### config.mk
export PLATFORM = sky130hd
export DESIGN_NAME = game_timer_ctrl_flat
export DESIGN_NICKNAME = d
export VERILOG_FILES = /design/src/rtl/game_timer_pkg.sv /design/src/rtl/game_timer_ctrl_if.sv /design/src/rtl/game_timer_ctrl_tick_prescaler.sv /design/src/rtl/game_timer_ctrl.sv /design/src/flat_wrapper.sv
export SDC_FILE = /design/constraint.sdc
export NUM_CORES = 1
export LEC_CHECK = 0
export CAP_MARGIN = 40
export CORE_MARGIN = 2
export CORE_UTILIZATION = 40
export DETAILED_ROUTE_END_ITERATION = 16
export PLACE_DENSITY = 0.7
export SLEW_MARGIN = 10
export SYNTH_ARGS = -nofsm -noshare
export SYNTH_HDL_FRONTEND = slang
export SYNTH_SLANG_ARGS = --single-unit
### constraint.sdc
create_clock -name ClockIn -period 2.76 [get_ports ClockIn]
set_clock_uncertainty 0.15 [all_clocks]
set_input_delay 0.69 -clock ClockIn [delete_from_list [all_inputs] [get_ports ClockIn]]
set_output_delay 0.69 -clock ClockIn [all_outputs]
set_load 0.01 [all_outputs]
### src/rtl/game_timer_pkg.sv
// Shared definitions for the round timer: state encodings, BCD digit constants
// and the elaboration-time decimal-to-BCD helper.
package game_timer_pkg;

  typedef enum logic [1:0] {
    IDLE    = 2'd0,
    RUN     = 2'd1,
    PAUSE   = 2'd2,
    EXPIRED = 2'd3
  } timer_state_t;

  localparam logic [3:0] BCD_NINE = 4'd9;
  localparam logic [3:0] BCD_ZERO = 4'd0;

  // Two-digit packed BCD {tens, ones}; callers keep value within 0..99.
  function automatic logic [7:0] to_bcd(input int unsigned value);
    return {4'((value / 10) % 10), 4'(value % 10)};
  endfunction

endpackage

### src/rtl/game_timer_ctrl_if.sv
// Command/status bundle between the game FSM (master) and the round timer (slave).
// Commands are single-cycle pulses; status outputs are registered by the timer.
interface game_timer_ctrl_if;

  logic       Start;
  logic       PauseToggle;
  logic       Abort;
  logic [3:0] OnesValue;
  logic [3:0] TensValue;
  logic       Running;
  logic       Paused;
  logic       Expired;
  logic       TimeUp;
  logic       Warning;

  modport master (
    output Start, PauseToggle, Abort,
    input  OnesValue, TensValue, Running, Paused, Expired, TimeUp, Warning
  );

  modport slave (
    input  Start, PauseToggle, Abort,
    output OnesValue, TensValue, Running, Paused, Expired, TimeUp, Warning
  );

endinterface

### src/rtl/game_timer_ctrl_tick_prescaler.sv
// 1 Hz prescaler: down-counter emitting a one-cycle Tick at count 0, then reloading.
// Load restarts the count; Hold freezes it (a held count of 0 ticks once released).
module tick_prescaler #(
  parameter int CLOCK_FREQUENCY = 50000000
) (
  input  logic ClockIn,
  input  logic Reset,
  input  logic Load,
  input  logic Hold,
  output logic Tick
);

  localparam int            CW     = (CLOCK_FREQUENCY > 1) ? $clog2(CLOCK_FREQUENCY) : 1;
  localparam logic [CW-1:0] RELOAD = CW'(CLOCK_FREQUENCY - 1);

  logic [CW-1:0] count;

  assign Tick = !Hold && !Load && (count == '0);

  always_ff @(posedge ClockIn) begin
    if (Reset || Load) begin
      count <= RELOAD;
    end else if (!Hold) begin
      count <= (count == '0) ? RELOAD : count - CW'(1);
    end
  end

endmodule

### src/rtl/game_timer_ctrl.sv
// Round timer: IDLE/RUN/PAUSE/EXPIRED FSM driving a two-digit BCD countdown; commands act one edge later.
// Optional low-time Warning output built only when TIMER_WARN_EN is defined (tied to 0 otherwise).
module game_timer_ctrl
  import game_timer_pkg::*;
#(
  parameter int CLOCK_FREQUENCY = 50000000,
  parameter int ROUND_SECONDS   = 60,
  parameter int WARN_SECONDS    = 10
) (
  input  logic             ClockIn,
  input  logic             Reset,
  game_timer_ctrl_if.slave timer_bus
);

  localparam logic [7:0] ROUND_BCD  = to_bcd(ROUND_SECONDS);
  localparam logic [3:0] ROUND_TENS = ROUND_BCD[7:4];
  localparam logic [3:0] ROUND_ONES = ROUND_BCD[3:0];

  timer_state_t state, state_nxt;
  logic [3:0]   ones, tens, ones_nxt, tens_nxt;
  logic         timeup_nxt, warn_nxt;
  logic         pre_load, pre_hold, tick;

  tick_prescaler #(.CLOCK_FREQUENCY(CLOCK_FREQUENCY)) u_prescaler (
    .ClockIn (ClockIn),
    .Reset   (Reset),
    .Load    (pre_load),
    .Hold    (pre_hold),
    .Tick    (tick)
  );

  always_comb begin
    state_nxt  = state;
    ones_nxt   = ones;
    tens_nxt   = tens;
    timeup_nxt = 1'b0;
    pre_load   = 1'b0;
    pre_hold   = 1'b1;
    if (timer_bus.Abort) begin
      state_nxt = IDLE;
      ones_nxt  = ROUND_ONES;
      tens_nxt  = ROUND_TENS;
    end else begin
      case (state)
        IDLE, EXPIRED: begin
          if (timer_bus.Start) begin
            pre_load = 1'b1;
            ones_nxt = ROUND_ONES;
            tens_nxt = ROUND_TENS;
            if (ROUND_SECONDS == 0) begin
              state_nxt  = EXPIRED;
              timeup_nxt = 1'b1;
            end else begin
              state_nxt = RUN;
            end
          end
        end
        RUN: begin
          // A pause landing on a tick keeps the prescaler at 0, so the tick replays on resume.
          if (timer_bus.PauseToggle) begin
            state_nxt = PAUSE;
          end else begin
            pre_hold = 1'b0;
            if (tick) begin
              if (ones == BCD_ZERO) begin
                ones_nxt = BCD_NINE;
                tens_nxt = tens - 4'd1;
              end else begin
                ones_nxt = ones - 4'd1;
              end
              if (tens == BCD_ZERO && ones == 4'd1) begin
                state_nxt  = EXPIRED;
                timeup_nxt = 1'b1;
              end
            end
          end
        end
        PAUSE: begin
          if (timer_bus.PauseToggle) state_nxt = RUN;
        end
      endcase
    end
  end

`ifdef TIMER_WARN_EN
  localparam logic [6:0] WARN_LIMIT = 7'(WARN_SECONDS);
  logic [6:0] remaining_nxt;

  always_comb begin
    remaining_nxt = 7'(tens_nxt) * 7'd10 + 7'(ones_nxt);
    warn_nxt = (state_nxt == RUN || state_nxt == PAUSE) &&
               (remaining_nxt != 7'd0) && (remaining_nxt <= WARN_LIMIT);
  end
`else
  assign warn_nxt = 1'b0;
`endif

  always_ff @(posedge ClockIn) begin
    if (Reset) begin
      state             <= IDLE;
      ones              <= ROUND_ONES;
      tens              <= ROUND_TENS;
      timer_bus.Running <= 1'b0;
      timer_bus.Paused  <= 1'b0;
      timer_bus.Expired <= 1'b0;
      timer_bus.TimeUp  <= 1'b0;
      timer_bus.Warning <= 1'b0;
    end else begin
      state             <= state_nxt;
      ones              <= ones_nxt;
      tens              <= tens_nxt;
      timer_bus.Running <= (state_nxt == RUN);
      timer_bus.Paused  <= (state_nxt == PAUSE);
      timer_bus.Expired <= (state_nxt == EXPIRED);
      timer_bus.TimeUp  <= timeup_nxt;
      timer_bus.Warning <= warn_nxt;
    end
  end

  assign timer_bus.OnesValue = ones;
  assign timer_bus.TensValue = tens;

endmodule

### src/flat_wrapper.sv
// flat-port wrapper written by rule: the top's interface ports become plain ports
module game_timer_ctrl_flat import game_timer_pkg::*;
#(
  parameter int CLOCK_FREQUENCY = 50000000,
  parameter int ROUND_SECONDS   = 60,
  parameter int WARN_SECONDS    = 10
)
  (ClockIn, Reset, timer_bus_Start, timer_bus_PauseToggle, timer_bus_Abort, timer_bus_OnesValue, timer_bus_TensValue, timer_bus_Running, timer_bus_Paused, timer_bus_Expired, timer_bus_TimeUp, timer_bus_Warning);
  game_timer_ctrl_if timer_bus_i ();
  input  logic ClockIn;
  input  logic Reset;
  input wire logic [$bits(timer_bus_i.Start)-1:0] timer_bus_Start;
  input wire logic [$bits(timer_bus_i.PauseToggle)-1:0] timer_bus_PauseToggle;
  input wire logic [$bits(timer_bus_i.Abort)-1:0] timer_bus_Abort;
  output wire logic [$bits(timer_bus_i.OnesValue)-1:0] timer_bus_OnesValue;
  output wire logic [$bits(timer_bus_i.TensValue)-1:0] timer_bus_TensValue;
  output wire logic [$bits(timer_bus_i.Running)-1:0] timer_bus_Running;
  output wire logic [$bits(timer_bus_i.Paused)-1:0] timer_bus_Paused;
  output wire logic [$bits(timer_bus_i.Expired)-1:0] timer_bus_Expired;
  output wire logic [$bits(timer_bus_i.TimeUp)-1:0] timer_bus_TimeUp;
  output wire logic [$bits(timer_bus_i.Warning)-1:0] timer_bus_Warning;
  assign timer_bus_i.Start = timer_bus_Start;
  assign timer_bus_i.PauseToggle = timer_bus_PauseToggle;
  assign timer_bus_i.Abort = timer_bus_Abort;
  assign timer_bus_OnesValue = timer_bus_i.OnesValue;
  assign timer_bus_TensValue = timer_bus_i.TensValue;
  assign timer_bus_Running = timer_bus_i.Running;
  assign timer_bus_Paused = timer_bus_i.Paused;
  assign timer_bus_Expired = timer_bus_i.Expired;
  assign timer_bus_TimeUp = timer_bus_i.TimeUp;
  assign timer_bus_Warning = timer_bus_i.Warning;
  game_timer_ctrl #(.CLOCK_FREQUENCY(CLOCK_FREQUENCY), .ROUND_SECONDS(ROUND_SECONDS), .WARN_SECONDS(WARN_SECONDS)) u_core (.ClockIn(ClockIn), .Reset(Reset), .timer_bus(timer_bus_i));
endmodule
Word level (Yosys, flattened, before mapping)
Index checks and enable logic that the tools add are counted.
- register bits after elaboration: 40
- bits in latches: 0
- RAM bits: 0
- memory bits (read-only): 0
- input port bits: 5
- memories: 0
- add/subtract/negate cells: 3
- multipliers: 0
- divide/modulo/power cells: 0
- magnitude comparators: 0
- eq/ne operators: 11
- shift operators: 0
- mux-type cells: 25
- bitwise gates (word level): 2
- reduce and logical (&&, ||, !) cells: 16
- operator list (kind ; number):
    4-bit two-way mux ; 8
    26-bit zero test ; 1
    26-bit two-way mux ; 1
    26-bit by 1-bit subtractor with 26-bit output (second input constant) ; 1
    4-bit case mux with 2 select lines ; 2
    2-bit two-way mux ; 6
    2-bit equality test (second input constant) ; 4
    4-bit zero test ; 2
    4-bit by 1-bit subtractor with 4-bit output (second input constant) ; 2
    1-bit two-way mux ; 7
    2-bit case mux with 3 select lines ; 1
    5-bit AND reduction ; 1
    5-bit OR reduction ; 1
    2-bit by 1-bit equality test with 1-bit output (second input constant) ; 2
    4-bit by 1-bit equality test with 1-bit output (second input constant) ; 1
    2-bit by 1-bit inequality test with 1-bit output (second input constant) ; 2
    2-bit inequality test (second input constant) ; 2
    4-bit AND reduction ; 1
    2-bit OR reduction ; 2
    1-bit logical AND ; 3
    1-bit zero test ; 2
    2-bit zero test ; 1
    1-bit inverter ; 2
    2-bit nonzero test ; 1
    1-bit logical OR ; 1

Logic depth before layout (Yosys ltp)
Gate-level depths: netlist of run 1.
- depth after elaboration: 12
- depth in mapped cells: 8

Modules after synthesis
A second synthesis of run 1 with hierarchy kept.
- cell total of the unflattened synthesis: 221
- area total of the unflattened synthesis: 1981.9 um2
- modules (own cells, without submodules) (module ; times used ; cells each ; area each (um2) ; seq. area each (um2)):
    tick_prescaler ; 1 ; 135 ; 1217.4 ; 520.5
    game_timer_ctrl ; 1 ; 86 ; 764.5 ; 280.3

Least setup slack after synthesis of run 1
Ideal clock, no wire load.
- path kind: input to register
- start point: input timer_bus_PauseToggle
- end point: register u_core.u_prescaler.count[25]
- setup time: 0.133 ns
- arrival: 1.966 ns
- data required time: 2.477 ns
- setup slack: 0.511 ns
- stages on the path: 5
- cells stage by stage: or4b_4 nor4_4 nand3_2 o31ai_2 nand3b_1
- word-level cells in the longest chain between the ends: 3
- ends and longest elaborated chain (element ; RTL line ; source):
    start, declared ; flat_wrapper.sv:13 ; input wire logic [$bits(timer_bus_i.PauseToggle)-1:0] timer_bus_PauseToggle;
    1-bit two-way mux ; game_timer_ctrl.sv:60 ; if (timer_bus.PauseToggle) begin
    1-bit two-way mux ; game_timer_ctrl.sv:44 ; case (state)
    1-bit two-way mux ; game_timer_ctrl.sv:39 ; if (timer_bus.Abort) begin
    end signal, assigned ; game_timer_ctrl_tick_prescaler.sv:24 ; count <= (count == '0) ? RELOAD : count - CW'(1);
    end, declared ; game_timer_ctrl_tick_prescaler.sv:16 ; logic [CW-1:0] count;
Every way passes these cells.
A chain may end at the register's enable or synchronous reset.

Worst setup path after layout of run 1
- start point: input timer_bus_PauseToggle
- end point: register u_core.tens[1], in the netlist u_core.timer_bus.TensValue[1]
- word-level cells in the longest chain between the ends: 8
- elaborated cells on any way between the ends: 9
- classes of those cells: 2 x eq/ne; 3 x mux; 4 x reduce/logical
- ends and longest elaborated chain (element ; RTL line ; source):
    1-bit two-way mux ; game_timer_ctrl.sv:60 ;
    1-bit two-way mux ; game_timer_ctrl.sv:44 ;
    1-bit two-way mux ; game_timer_ctrl.sv:39 ;
    1-bit zero test ; n/a ;
    1-bit logical AND (2 in series) ; game_timer_ctrl_tick_prescaler.sv:18 ; assign Tick = !Hold && !Load && (count == '0);
    2-bit by 1-bit inequality test with 1-bit output (no line) ; n/a ;
    5-bit AND reduction (no line) * ; n/a ;
    end signal, assigned ; game_timer_ctrl.sv:111 ; tens <= tens_nxt;
    end, declared ; game_timer_ctrl.sv:20 ; logic [3:0] ones, tens, ones_nxt, tens_nxt;
Mark *: on every way between the ends. The rest lies on a longest branch, timed or not.

==> results of run 1 <==
==> per-layer routing <==
metal	vias to the layer above	part of all wire (%)	track usage, %
li1	880	-	-
met1	838	49	21.4
met2	23	47	26.0
met3	2	3.0	4.23
met4	0	0.53	5.26
met5	-	0	0
==> worst min path at each step <==
stage / cells after the start / end
final: 2 / u_core.u_prescaler.count[25]
after global routing: 2 / u_core.timer_bus.OnesValue[1]
after CTS: 2 / u_core.timer_bus.TensValue[3]
after detailed placement: 2 / u_core.timer_bus.TensValue[3]
after global placement: 2 / u_core.timer_bus.TensValue[3]
after floorplan: 2 / u_core.u_prescaler.count[25]
==> cell type report <==
cell class | instances | area, um2 | area share (%)
multi-input cells | 174 | 1190 | 47.2
well taps | 70 | 87.6 | 3.47
inverters | 8 | 30.0 | 1.19
flip-flops and latches | 40 | 801 | 31.7
repair buffers | 34 | 324 | 12.8
clock buffers | 8 | 90.1 | 3.57
==> flip-flops by register name, summed over array words and instances (netlist names) <==
signal	count
u_core.timer_bus.OnesValue	4
u_core.timer_bus.Running	1
u_core.state	2
u_core.timer_bus.TensValue	4
u_core.timer_bus.Expired	1
u_core.u_prescaler.count	26
u_core.timer_bus.TimeUp	1
u_core.timer_bus.Paused	1
==> worst register-to-register path: cells and delay by family, from the launching register on <==
| kind | cells | cell delay [ns] |
|---|---|---|
| adders and majority gates | 1 | 0.41 |
| DFF | 1 | 0.37 |
| AOI/OAI and AO/OA | 1 | 0.48 |
| buffers and inverters | 2 | 0.22 |
| and+or+nand+nor | 4 | 0.70 |
==> Yosys cell counts (4+ instances only) <==
cell type	count	area [um2]
dfxtp_1	40	801
ha_1	4	50.1
o21ai_0	4	20.0
nand4_1	7	43.8
nand3b_1	4	30.0
or3_1	4	25.0
xnor2_1	5	43.8
inv_1	8	30.0
nor4_1	4	25.0
or4_1	6	45.0
nand2_1	28	105
nor2_1	25	93.8
nand3_1	13	65.1
xor2_1	19	166
nor3_1	5	25.0
==> per-stage QoR <==
stage / utilization (%) / hold WS, ns / setup WS (ns) / std cells / TNS (ns)
finish: 50.0 / 0.359 / 0.239 / 334 / 0
global route: 50.0 / 0.380 / 0.0741 / 334 / 0
CTS: 50.0 / 0.357 / 0.235 / 334 / 0
detailed placement: 48.2 / 0.347 / -0.0795 / 326 / -0.267
global placement: 48.0 / 0.337 / -0.211 / 325 / -0.612
floorplan: - / 0.324 / 0.511 / 228 / 0
==> cell families after synthesis <==
kind of cell / Yosys count / synth area share (%)
flip-flops: 40 / 38.9
multiplexers: 2 / 1.03
AO/OA/AOI/OAI: 19 / 6.69
other: 1 / 0.182
XOR/XNOR: 24 / 10.2
buffers and inverters: 14 / 3.22
AND/OR/NAND/NOR: 124 / 37.3
adder cells (fa/ha/maj): 4 / 2.43
==> power breakdown <==
| group | switching (mW) | leakage (nW) | total (mW) | internal [mW] |
|---|---|---|---|---|
| Clock | 0.192 | 0.0455 | 0.396 | 0.204 |
| Combinational | 0.0363 | 0.527 | 0.0671 | 0.0309 |
| Sequential | 0.00222 | 0.323 | 0.581 | 0.579 |
==> impl_metrics.toml, run 1 <==
[cells_and_area]
area_growth_pct = 22.6
fillers = 469
drive_gt1_share_pct = 16.3
layout_commonest_cell = "dfxtp_1"
stdcell_area_um2 = 2520
layout.cells.most_common_list = "40 x dfxtp_1, 28 x nand2_1, 25 x nor2_1, 19 x xor2_1, 16 x clkdlybuf4s50_1"
fin_nets = 272
n_antenna_cell = 0

[timing]
rsz0062_at_grt = "no"
slew_headroom_pct = 56.6
finalHoldViolations = 0
worstMarginPinSlew_ns = 0.647
slew_violations = 0
setup_violations = 0
fin_crit_sh_pct = 91.4
fin_crit_ns = 2.52
max_freq_ghz = 0.397

[clock_tree]
clk_pin_slew_worst_paths_ns = 0.07
ctsHoldBuffers = 0
clock-sinks = 40
htreeDepth = 2
root_buffer = "clkbuf_8"
clk_path_buf_depth = 2
clock_latency_ns = 0.29
post_cts.repair.setup_buffers = 0
cts_tree = "done"
cts_made_buffers = 5
cts_resized = 0

[logic_synthesis]
async_flop_share_pct = 0
synth_cell_types = 54
synth-edff-count = 0
synth.net_count = 237
syn_area_um2 = 2060
ys_seq_area_share_pct = 38.9
ys.flop_type = "dfxtp_1"
yosys_warnings = 0
synth_area_per_cell_um2 = 9.02
netlist_instances = 228
synth-seq-cells = 40

[worst_setup_path]
startpoint = "timer_bus_PauseToggle"
reg2reg_to = "u_core.timer_bus.Running"
critical_path_class = "input pin to register"
worst_ep_arrival_time_ns = 2.55
crit_end = "u_core.timer_bus.TensValue[1]"
cp-start-kind = "input pin"
crit_buf_inv = 1
r2r_slack_ns = 0.29
endpoint_kind = "register"
crit_chain = "clkdlybuf4s50_1 > nor4b_2 > nand4_1 > nor4b_2 > mux2_2"
critical_path_depth = 5
reg2reg_depth = 8
cpMostUsedCell = "nor4b_2"
crit_family = "simple AND/OR/NAND/NOR gates"
crit_fanout = 4
crit_path_max_incr_delay_ns = 0.45
r2r_start = "u_core.state[0]"
slowest_stage = "clkdlybuf4s50_1"
cp_data_required_time_ns = 2.79

[drt]
drc = 0
antenna_left = 0
vias = 1743
dr.pass1.iters = 4
wire_per_inst_um = 12.5
dr.first_iter.drc_count = 95
viasPerCell = 5.22
wl_um = 4170

[pwr]
p_total_mw = 1.04
ir_drop_mv = 0.248
power_density_nw_per_um2 = 414
p_leak_nw = 0.896

[grt]
grt_max_degree = 14
grt_pass1_wl_um = 7070
antenna_found_initial = 0
first_global_vias = 1538
grt_usage_pct = 16.2
grt-ovfl-total = 0

[floorplanning]
start_util_pct = 40.8
die-height_um = 75.7
coreArea_um2 = 5040
dieArea_um2 = 5730
pin_count = 18
fp.dieW_um = 75.7
num_rows = 26

[worst_hold_path]
hp-start = "u_core.u_prescaler.count[25]"
hold_path_class = "register to register"

[placed_design]
globalplace.congestion = 0.848
numPortBuffers = 16
hpwl_um = 3130
placed_area_um2 = 2430

[run_status]
status = "finished clean"

[job]
cap_violations = 0
Power figures use the tool's default switching activity.
==> run 2, diff against run 1 <==
PLACE_DENSITY = 0.72   (was 0.7)
clock period = 2.2 ns   (was 2.76 ns; I/O delays follow)
==> run 2 against run 1 <==
Compared with the run above: the flow now finishes with violations (setup timing); non-clock buffer count rose by 16; combinational power rose by 65%; wire length rose by 15%; critical endpoint is now u_core.u_prescaler.count[25].
==> impl_metrics.toml, run 2 (synthesized netlist as in run 1, its figures left out) <==
[worst_setup_path]
endpoint_kind = "register"
slowest_stage = "or4b_4"
crit_family = "simple AND/OR/NAND/NOR gates"
crit_chain = "inv_2 > ha_4 > or4b_4 > nor4_4 > buf_4 > nand3_4 > o31ai_4 > nand3b_1"
r2r_slack_ns = -0.003
crit_buf_inv = 2
cp-start-kind = "register"
critical_path_depth = 8
r2r_start = "u_core.state[1]"
reg2reg_depth = 8
cp_data_required_time_ns = 2.24
crit_path_max_incr_delay_ns = 0.49
worst_ep_arrival_time_ns = 2.24
crit_fanout = 4
critical_path_class = "register to register"
reg2reg_to = "u_core.u_prescaler.count[25]"

[floorplanning]
coreArea_um2 = 5040
num_rows = 26
fp.dieW_um = 75.7
dieArea_um2 = 5730
start_util_pct = 40.8
pin_count = 18
die-height_um = 75.7

[worst_hold_path]
hold_path_class = "register to register"
min_path_cells = 2
hold-path-endpoint = "u_core.timer_bus.OnesValue[0]"
hp-start = "u_core.timer_bus.OnesValue[0]"

[placed_design]
globalplace.congestion = 0.838
hpwl_um = 3600
numPortBuffers = 16
dpl_worst_slack_ns = -0.445
placed_area_um2 = 2530
dp.cells = 338

[pwr]
switchingPower_mw = 0.316
power_frac_seq_pct = 55.4
switching_share_pct = 24.0
power_density_nw_per_um2 = 485
p_leak_nw = 0.997
clockPowerShare_pct = 36.2
p_total_mw = 1.32
ir_drop_mv = 0.441
pwr-share-comb_pct = 8.4
p_int_mw = 1.00

[clock_tree]
clock-sinks = 40
cts_tree = "done"
clk_pin_slew_worst_paths_ns = 0.08
root_buffer = "clkbuf_8"
clk_path_buf_depth = 2
htreeDepth = 2
cts_made_buffers = 5
ctsHoldBuffers = 0
clock_latency_ns = 0.30

[cells_and_area]
largest_reg_flops = 26
instances_no_fill = 350
n_antenna_cell = 0
stdcell_area_um2 = 2720
regMostFlops = "u_core.u_prescaler.count"
fin_nets = 288
layout.cells.most_common_list = "38 x dfxtp_1, 31 x buf_4, 28 x nand2_1, 25 x nor2_1, 19 x xor2_1"
layout_commonest_cell = "dfxtp_1"
drive_gt1_share_pct = 25.7
area_growth_pct = 32.1

[grt]
grt-ovfl-total = 0
grt_pass1_wl_um = 7690
first_global_vias = 1724
antenna_found_initial = 0
grt_max_degree = 14
grt_usage_pct = 17.6

[run_status]
violations = "setup timing"
status = "finished, violations left"

[drt]
wl_um = 4810
viasPerCell = 5.17
drc = 0
dr.pass1.iters = 4
antenna_left = 0
dr.first_iter.drc_count = 128
vias = 1811
wire_per_inst_um = 13.7

[timing]
fin_crit_sh_pct = 100
setup_violations = 1
rsz0062_at_grt = "yes"
fin_crit_ns = 2.20
tns_ns = -0.00276
slew_violations = 0
max_freq_ghz = 0.454
finalHoldViolations = 0
setup_slack_ns = -0.00276

[job]
cap_violations = 0
## run 2: changes by cell type in the layout (fill, tap and decap cells not counted), sizes merged
cell and change:
clkinv +3, clkdlybuf4s50 -2, buf +16, clkbuf -1
## run 2: repair_timing
item	CTS	global route
setup buffers	0	4
pin swaps	0	6
endpoints found under the hold margin	0	0
setup endpoints to repair	17	24
gates resized for setup	4	18
## run 2: stage by stage
stage                     hold slack, ns  util (%)
final                              0.376      53.9
after global routing               0.404      53.9
after CTS                          0.371      52.0
after detailed placement           0.361      50.2
after global placement             0.337      50.2
after floorplan                    0.324         -
## run 2: worst min-delay path: cells and delay by family (launching register included)
kind	cells	cell delay (ns)
flops	1	0.36
simple gates	2	0.12
## run 2: how the worst max path moves through the flow
stage                                              end                  start
after floorplan           u_core.u_prescaler.count[25]        u_core.state[1]
after global placement     u_core.u_prescaler.count[5]  timer_bus_PauseToggle
after detailed placement      u_core.timer_bus.Running        timer_bus_Start
after CTS                  u_core.u_prescaler.count[5]        u_core.state[1]
after global routing      u_core.u_prescaler.count[11]        u_core.state[1]
final                     u_core.u_prescaler.count[25]        u_core.state[1]
## run 2: layout make-up
| class | instances | area (um2) |
|---|---|---|
| Inverter | 8 | 30.0 |
| Tap cell | 70 | 87.6 |
| Clock buffer | 5 | 68.8 |
| Clock inverter | 3 | 18.8 |
| Multi-Input combinational cell | 174 | 1260 |
| Timing Repair Buffer | 50 | 443 |
| Sequential cell | 40 | 803 |
| Fill cell | 446 | 2330 |
## run 2: power groups by stage
| stage | Combinational, mW | Clock (mW) | Sequential (mW) |
|---|---|---|---|
| after floorplan | 0.0419 | 0 | 0.746 |
| after global routing | 0.121 | 0.514 | 0.730 |
| after detailed placement | 0.0978 | 0 | 0.745 |
| final | 0.111 | 0.476 | 0.730 |
| after CTS | 0.0992 | 0.493 | 0.728 |
| after global placement | 0.0959 | 0 | 0.745 |
## run 2: layer usage
layer | routed length [um] | up-vias | GRT usage [%] | share of wire [%]
met5 | 0 | - | 0 | 0
met1 | 2120 | 856 | 22.5 | 44
li1 | - | 910 | - | -
met4 | 72 | 0 | 7.02 | 1.5
met3 | 158 | 7 | 3.44 | 3.3
met2 | 2460 | 38 | 29.4 | 51
==> run 3, diff against run 2 <==
CAP_MARGIN = 30   (was 40)
==> results of run 3 <==
No change in the layout: final DEF, timing and power equal those of run 2.
